`config.mk`:
```
export PLATFORM = sky130hd
export DESIGN_NAME = sym_fir_mac
export DESIGN_NICKNAME = d
export VERILOG_FILES = /design/src/rtl/sym_fir_mac.sv
export SDC_FILE = /design/constraint.sdc
export NUM_CORES = 2
export LEC_CHECK = 0
export BUFFER_PORTS_ARGS = -buffer_cell sky130_fd_sc_hd__clkbuf_2
export CORE_MARGIN = 8
export CORE_UTILIZATION = 40
export DETAILED_ROUTE_END_ITERATION = 7
export GPL_ROUTABILITY_DRIVEN = 0
export PLACE_DENSITY = 0.58
export SKIP_LAST_GASP = 1
export SLEW_MARGIN = 20
export SYNTH_ARGS = -nofsm -noshare
export SYNTH_HDL_FRONTEND = slang
export SYNTH_SLANG_ARGS = --single-unit
```
`constraint.sdc`:
```
create_clock -name clk -period 6.3 [get_ports clk]
set_input_delay 0.63 -clock clk [delete_from_list [all_inputs] [get_ports clk]]
set_output_delay 0.63 -clock clk [all_outputs]
set_load 0.02 [all_outputs]
```
`src/rtl/sym_fir_mac.sv`:
```
// Purpose: symmetric FIR back end; pre-adds mirrored tap pairs, multiplies by a RAM coefficient,
//          accumulates one frame per output sample, then rounds and saturates the result.
// Latency: beat with s_last accepted in cycle T -> m_valid high in cycle T+3 when not stalled.
// Backpressure: s_ready = ~m_valid | m_ready; the whole pipeline freezes while a result waits.
// Optional build macro: SYM_FIR_ANTISYM_EN adds port antisym (per-beat pre-subtract).
// Ports:
//   clk, rst_n                         clock, asynchronous active-low reset
//   s_tap_a/s_tap_b/s_center/s_last    tap pair beat, centre-tap flag, end of frame
//   s_valid/s_ready                    input handshake
//   coef_we/coef_addr/coef_wdata       coefficient RAM write port (always accepted)
//   m_data/m_valid/m_ready             result handshake, result held until accepted
//   busy                               frame in progress until its result is loaded
//   ovf/ovf_clr                        sticky saturation/overrun flag and its clear
module sym_fir_mac #(
  parameter int DW        = 16,
  parameter int CW        = 18,
  parameter int AW        = 6,
  parameter int OW        = 16,
  parameter int OUT_SHIFT = 17
) (
  input  logic          clk,
  input  logic          rst_n,
  input  logic [DW-1:0] s_tap_a,
  input  logic [DW-1:0] s_tap_b,
  input  logic          s_center,
  input  logic          s_last,
  input  logic          s_valid,
  output logic          s_ready,
`ifdef SYM_FIR_ANTISYM_EN
  input  logic          antisym,
`endif
  input  logic          coef_we,
  input  logic [AW-1:0] coef_addr,
  input  logic [CW-1:0] coef_wdata,
  output logic [OW-1:0] m_data,
  output logic          m_valid,
  input  logic          m_ready,
  output logic          busy,
  output logic          ovf,
  input  logic          ovf_clr
);

  localparam int PW  = DW + 1;   // pre-adder width
  localparam int MW  = PW + CW;  // product width
  localparam int ACW = MW + AW;  // accumulator width, headroom for 2**AW products

  localparam logic [AW-1:0]         IDX_MAX = '1;
  localparam logic signed [ACW:0]   RND     = (ACW+1)'(1) << (OUT_SHIFT - 1);
  localparam logic signed [ACW:0]   MAXV    = (ACW+1)'((2**(OW-1)) - 1);
  localparam logic signed [ACW:0]   MINV    = ~MAXV;

  logic en, accept;
  assign en      = ~m_valid | m_ready;
  assign s_ready = en;
  assign accept  = s_valid & en;

  // Coefficient RAM: no reset, writes independent of the pipeline enable.
  logic [CW-1:0] coef_mem [2**AW];
  always_ff @(posedge clk) begin
    if (coef_we) coef_mem[coef_addr] <= coef_wdata;
  end

  // Stage 1 pre-adder; the centre tap has no partner so b is forced to zero.
  logic signed [PW-1:0] a_ext, b_ext, pre_d;
  always_comb begin
    a_ext = {s_tap_a[DW-1], s_tap_a};
    b_ext = s_center ? '0 : {s_tap_b[DW-1], s_tap_b};
`ifdef SYM_FIR_ANTISYM_EN
    pre_d = antisym ? (a_ext - b_ext) : (a_ext + b_ext);
`else
    pre_d = a_ext + b_ext;
`endif
  end

  logic [AW-1:0]         idx;
  logic                  in_frame;
  logic                  v1, last1, first1;
  logic signed [PW-1:0]  pre1;
  logic signed [CW-1:0]  coef1;
  logic                  v2, last2, first2;
  logic signed [MW-1:0]  prod2;
  logic signed [ACW-1:0] acc;

  // Stage 3 combinational: first beat loads rather than adds, so no clear cycle between frames.
  logic signed [ACW-1:0] prod_ext, acc_next;
  logic signed [ACW:0]   rnd, shifted;
  logic [OW-1:0]         res;
  logic                  sat_hit;
  always_comb begin
    prod_ext = {{AW{prod2[MW-1]}}, prod2};
    acc_next = first2 ? prod_ext : (acc + prod_ext);
    rnd      = {acc_next[ACW-1], acc_next} + RND;
    shifted  = rnd >>> OUT_SHIFT;
    sat_hit  = 1'b0;
    res      = OW'(shifted);
    if (shifted > MAXV) begin
      res     = OW'(MAXV);
      sat_hit = 1'b1;
    end else if (shifted < MINV) begin
      res     = OW'(MINV);
      sat_hit = 1'b1;
    end
  end

  logic overrun, ovf_set;
  assign overrun = accept & ~s_last & (idx == IDX_MAX);
  assign ovf_set = overrun | (en & v2 & last2 & sat_hit);

  always_ff @(posedge clk or negedge rst_n) begin
    if (!rst_n) begin
      idx      <= '0;
      in_frame <= 1'b0;
      v1       <= 1'b0;
      last1    <= 1'b0;
      first1   <= 1'b0;
      pre1     <= '0;
      coef1    <= '0;
      v2       <= 1'b0;
      last2    <= 1'b0;
      first2   <= 1'b0;
      prod2    <= '0;
      acc      <= '0;
      m_data   <= '0;
      m_valid  <= 1'b0;
      busy     <= 1'b0;
      ovf      <= 1'b0;
    end else begin
      if (en) begin
        // Stage 1: capture beat and read coefficient for the current tap index.
        v1 <= accept;
        if (accept) begin
          pre1     <= pre_d;
          coef1    <= coef_mem[idx];
          last1    <= s_last;
          first1   <= ~in_frame;
          in_frame <= ~s_last;
          if (s_last)            idx <= '0;
          else if (idx != IDX_MAX) idx <= idx + AW'(1);
        end
        // Stage 2: multiply.
        v2     <= v1;
        last2  <= last1;
        first2 <= first1;
        prod2  <= MW'(pre1) * MW'(coef1);
        // Stage 3: accumulate, and on the last beat load the output register.
        if (v2) acc <= acc_next;
        if (v2 & last2) m_data <= res;
        m_valid <= v2 & last2;
        // Busy while the frame is open or any of its beats are still ahead of stage 3.
        busy <= (accept ? ~s_last : in_frame) | accept | v1;
      end
      if (ovf_set)      ovf <= 1'b1;
      else if (ovf_clr) ovf <= 1'b0;
    end
  end

endmodule

```
# Word level (Yosys, flattened, before mapping)
# Memory sizes are Yosys's and may differ from the RTL's. A register that Yosys moved wholly into a read port is not among the register bits.
# Cells that the tools add are included.
# word_totals
register_bits,125
n_memories,1
elab_cells,59
mem_bits_rw,1152
inputBits,64
output_inout_bits,20
# classes
n_addsub,4
order_cmp,2
n_reduce_logical,7
mux,13
mul,1
n_eq_ne,2
bitwise_logic,14
# memory_table
memory,depth,word_bits,rd,rd_ports_with_merged_regs,write_ports,line,text
coef_mem,64,18,1,1,1,58,logic [CW-1:0] coef_mem [2**AW];
# op_table
operator,n
"adder 41 x 18 -> 42 bit, second input constant",1
adder 41 x 35 -> 41 bit,1
2-to-1 mux 41 bit,1
multiplier 17 x 18 -> 35 bit,1
2-to-1 mux 16 bit,2
"greater-than comparator 25 x 16 -> 1 bit, second input constant",1
"less-than comparator 25 x 16 -> 1 bit, second input constant",1
adder 16 x 17 -> 17 bit,1
2-to-1 mux 17 bit,1
2-to-1 mux 6 bit,2
AND 1 bit,7
2-to-1 mux 1 bit,7
"adder 6 x 1 -> 6 bit, second input constant",1
"== test 6 bit, second input constant",1
"inequality test 6 bit, second input constant",1
AND reduction 2 bit,3
OR 1 bit,4
nonzero test 2 bit,2
inverter 1 bit,3
AND reduction 3 bit,1
logical NOT 1 bit,1

# Depth between registers and ports, before layout
# depth
depth_word,9
mapped_depth,28
depth_no_buf,27

# Worst setup path before layout
# No wires, ideal clock.
# synth_timing
path_kind,reg2reg
startpoint,register coef1[10] (read register of coef_mem)
endpoint,register prod2[34]
slack_ns,-0.563
setup_time_ns,0.133
stages_incl_launch_ff,26
required_time_ns,6.167
path_buffers,2
arrival_time_ns,6.729
cell_sequence,dfrtp_1 clkbuf_1 clkbuf_1 nand2_1 fa_1 inv_1 fa_1 inv_1 fa_1 fa_1 inv_1 fa_1 fa_1 ha_1 a21o_1 a21oi_1 a311oi_1 or4_1 a41oi_1 o21ai_0 a31oi_1 nor2b_1 o21a_1 o41ai_1 xnor2_1 o21ai_0
# synth_between
elab_chain_cells,1
# synth_rtl
element,line,text
"start, declared",79,logic signed [CW-1:0] coef1;
multiplier 17 x 18 -> 35 bit,144,prod2 <= MW'(pre1) * MW'(coef1);
"end signal, assigned",144,
"end, declared",81,logic signed [MW-1:0] prod2;
# Every way passes these cells.
# A chain may end at the register's enable or synchronous reset.

# Worst setup path in the final report
# layout_timing
startpoint,register pre1[4]
endpoint,register prod2[34]
# layout_between
elab_chain_cells,1
# layout_rtl
element,line,text
"start, declared",78,logic signed [PW-1:0] pre1;
"start signal, assigned",132,pre1 <= pre_d;
multiplier 17 x 18 -> 35 bit,144,
# Every way passes these cells.

==> flow_summary.json <==
{
  "mappedNetlistNets": 4589,
  "port_buffer_cells": 83,
  "floorplan.initialDensity_pct": 40.3,
  "report.final.hold_viol_count": 0,
  "relSlewSlack_pct": 32.8,
  "synth.avg_cell_area_sq_um": 15.9,
  "final_common_cell": "sky130_fd_sc_hd__edfxtp_1",
  "tightest_slew_ns": 1.01,
  "arrival_ns": 7.09,
  "drt-vias-per-instance": 5.34,
  "class_of_the_tightest_hold_or_removal_check": "in2reg",
  "primary_ff_master_synth": "sky130_fd_sc_hd__edfxtp_1",
  "worst_ep_required_time_ns": 6.94,
  "layout_cell_area_excl_fill_sq_mm": 0.0742,
  "pre_cts_ws_ns": -0.504,
  "io_pins": 84,
  "r2r_start": "pre1[4]",
  "gr-usage-all-layers_pct": 18.1,
  "initialDrtViolationCount": 3118,
  "drtAntennaViolNets": 0,
  "net_total_in_the_final_layout": 4875,
  "cts.htree.levels": 4,
  "post-route-period-util_pct": 102,
  "max_freq_mhz": 155,
  "synth.area.mux_share_pct": 13.4,
  "hold-worst-slack_ns": 0.156,
  "placement_rows": 147,
  "startpoint_of_the_worst_hold_path": "ovf_clr",
  "tritoncts": "done",
  "synthAdderAreaFrac_pct": 12.5,
  "clock_sink_count": 1295,
  "mostFrequentLayoutCells": "sky130_fd_sc_hd__edfxtp_1, sky130_fd_sc_hd__mux4_2, sky130_fd_sc_hd__nand2_1",
  "status": "complete, but fails checks",
  "dominant_combinational_cell_family_by_area_after_synthesis": "multiplexers",
  "number_of_cells_on_the_worst_reg_to_reg_path": 24,
  "post-synth-top-area-fraction_pct": 53.6,
  "routed-via-count": 35400,
  "violations": "setup timing",
  "core_sq_mm": 0.160,
  "chipWidth_microns": 418,
  "synth_sequential_area_ratio_pct": 59.1,
  "ys_async_sr_fraction_pct": 11.0,
  "clockBufferDepth": 3,
  "synthesis.area_sq_mm": 0.0646,
  "post_route_worst_setup_slack_ns": -0.148,
  "number_of_storage_elements_in_the_synthesis_netlist": 1295,
  "reg2reg_setup_slack_ns": -0.15,
  "drt_first_pass_iters": 5,
  "floorplan.die_area_sq_mm": 0.175,
  "grt_antenna_before_repair": 5,
  "critical_path.max_fanout": 3,
  "grt_setup_unrepaired": "yes",
  "routed_wire_length_per_instance_microns": 24.0,
  "root_buffer_cell": "sky130_fd_sc_hd__clkbuf_16",
  "yosys.area_share.simple_pct": 6.55,
  "cts_buffers": 139,
  "yosysUniqueCellTypes": 83,
  "finalSetupViolations": 4,
  "synth_area_leader_cell": "sky130_fd_sc_hd__edfxtp_1",
  "die_h_microns": 418,
  "synthesis.instances": 4067,
  "area_delta_synth_final_pct": 14.9,
  "clkLatencyLatePin_ns": 0.77,
  "finalWorstPathRequiredPeriod_ns": 6.45,
  "drive_gt1_share_pct": 25.1,
  "totalWireLength_microns": 159000,
  "postPlaceCellArea_sq_mm": 0.0692,
  "grt_start_max_net_pins": 82,
  "reg2reg_to": "prod2[34]",
  "route.detailed.drc": 0,
  "drv_slew": 0,
  "synth_compound_gate_area_share_pct": 4.18,
  "drv_cap": 0,
  "number_of_flops_mapped_to_enable_cells_by_yosys": 1152,
  "grt_pass1_wl_microns": 240000,
  "synthXorXnorAreaFrac_pct": 1.14,
  "cells_taking_the_most_area_after_synthesis": "sky130_fd_sc_hd__edfxtp_1, sky130_fd_sc_hd__mux4_2, sky130_fd_sc_hd__fa_1",
  "path_class": "reg2reg",
  "num-fill-cells": 13900,
  "cp-start-kind": "flop",
  "clock_pin_slew_worst_setup_and_hold_paths_ns": 0.06,
  "grt_pass1_vias": 37000,
  "hold_depth": 4,
  "critPathCaptureType": "flop",
  "synthesis.yosys.warnings": 0,
  "grt-ovfl-total": 0,
  "hpwlAfterDp_microns": 103000,
  "min_to": "ovf",
  "worst_clock_skew_ns": 0.0390
}
==> critical path, cell delays in order, from the launching register on <==
cell,delay [ns]
sky130_fd_sc_hd__dfrtp_1,0.45
sky130_fd_sc_hd__buf_6,0.13
sky130_fd_sc_hd__nand2_1,0.05
sky130_fd_sc_hd__fa_1,0.48
sky130_fd_sc_hd__inv_1,0.06
sky130_fd_sc_hd__fa_1,0.52
sky130_fd_sc_hd__inv_1,0.05
sky130_fd_sc_hd__fa_1,0.46
sky130_fd_sc_hd__fa_1,0.52
sky130_fd_sc_hd__inv_1,0.05
sky130_fd_sc_hd__fa_1,0.48
sky130_fd_sc_hd__fa_1,0.59
sky130_fd_sc_hd__ha_4,0.22
sky130_fd_sc_hd__a21o_1,0.18
sky130_fd_sc_hd__a21oi_4,0.16
sky130_fd_sc_hd__a311oi_4,0.14
sky130_fd_sc_hd__or4_4,0.59
sky130_fd_sc_hd__a41oi_4,0.17
sky130_fd_sc_hd__o21ai_1,0.08
sky130_fd_sc_hd__a31oi_1,0.23
sky130_fd_sc_hd__nor2b_1,0.07
sky130_fd_sc_hd__o21a_1,0.19
sky130_fd_sc_hd__o41ai_2,0.24
sky130_fd_sc_hd__xnor2_1,0.16
sky130_fd_sc_hd__o21ai_1,0.07
==> cells by family after synthesis <==
| kind of cell | count (synthesis) |
|---|---|
| mux | 392 |
| xor+xnor | 84 |
| compound gates | 416 |
| flops | 1295 |
| fa+ha+maj | 458 |
| simple gates | 896 |
| buf+inv | 526 |
==> state kept, by name (all words and copies together), names as in the netlist, 6 cells and up <==
signal,flops
idx,6
acc,41
coef1,18
prod2,35
coef_mem,1152
m_data,16
pre1,17
==> final cells by class <==
type                    count  area [sq um]  share of cell area, %
diodes                      3          7.51                 0.0101
clock buffers             167          3670                   4.94
clock inverters            83           781                   1.05
inverters                 325          1220                   1.64
multi-input cells        2246         25000                   33.7
flip-flops and latches   1295         38200                   51.5
well taps                2160          2700                   3.64
repair buffers            346          2600                   3.50
==> synth_stat cells, types with 8 or more instances <==
library cell / instances
sky130_fd_sc_hd__a211oi_1: 11
sky130_fd_sc_hd__a21o_1: 30
sky130_fd_sc_hd__a21oi_1: 122
sky130_fd_sc_hd__a31oi_1: 15
sky130_fd_sc_hd__and2_1: 138
sky130_fd_sc_hd__and3_1: 11
sky130_fd_sc_hd__buf_1: 40
sky130_fd_sc_hd__clkbuf_1: 155
sky130_fd_sc_hd__dfrtp_1: 143
sky130_fd_sc_hd__edfxtp_1: 1152
sky130_fd_sc_hd__fa_1: 313
sky130_fd_sc_hd__ha_1: 145
sky130_fd_sc_hd__inv_1: 323
sky130_fd_sc_hd__mux4_2: 378
sky130_fd_sc_hd__nand2_1: 384
sky130_fd_sc_hd__nand2b_1: 28
sky130_fd_sc_hd__nand3_1: 30
sky130_fd_sc_hd__nand4_1: 20
sky130_fd_sc_hd__nor2_1: 172
sky130_fd_sc_hd__nor2b_1: 31
sky130_fd_sc_hd__nor3_1: 31
sky130_fd_sc_hd__nor3b_1: 8
sky130_fd_sc_hd__o211ai_1: 10
sky130_fd_sc_hd__o21a_1: 15
sky130_fd_sc_hd__o21ai_0: 108
sky130_fd_sc_hd__o21ai_2: 9
sky130_fd_sc_hd__o21bai_1: 8
sky130_fd_sc_hd__o31ai_1: 12
sky130_fd_sc_hd__or3_1: 11
sky130_fd_sc_hd__xnor2_1: 49
sky130_fd_sc_hd__xor2_1: 35
==> repair_timing <==
item | 4_1_cts | 5_1_grt
pin swaps | 52 | 56
buffers inserted | 18 | 9
resized for setup | 68 | 34
hold endpoints to repair | 45 | 0
setup endpoints to repair | 7 | 8
hold buffers | 1 | 0
==> worst max-delay path by stage <==
stage	from	to	cells after the start
2_1_floorplan	coef1[10]	prod2[34]	25
3_3_place_gp	pre1[2]	prod2[34]	26
3_5_place_dp	pre1[2]	prod2[34]	26
4_1_cts	coef1[10]	prod2[34]	24
5_1_grt	pre1[4]	prod2[34]	25
6_report	pre1[4]	prod2[34]	24
==> through the flow <==
stage          TNS [ns]  instances  utilization, %
3_3_place_gp      -1.70       6347            43.1
6_report         -0.294       6625            46.3
5_1_grt           -1.09       6622            46.3
4_1_cts          -0.641       6614            46.2
2_1_floorplan   -0.0663       4067               -
3_5_place_dp      -2.10       6347            43.1
==> layer usage <==
layer	wire [microns]	GRT usage, %	up-vias	share of wire, %
met2	82400	32.0	863	52
met3	7590	2.74	198	4.8
met4	2600	3.65	4	1.6
li1	-	-	15700	-
met5	24	0	-	0.015
met1	66300	23.7	18600	42
Power is left out: the tool's default activity adds up to more than one toggle a clock period on the data nets, which glitch-free logic cannot reach.
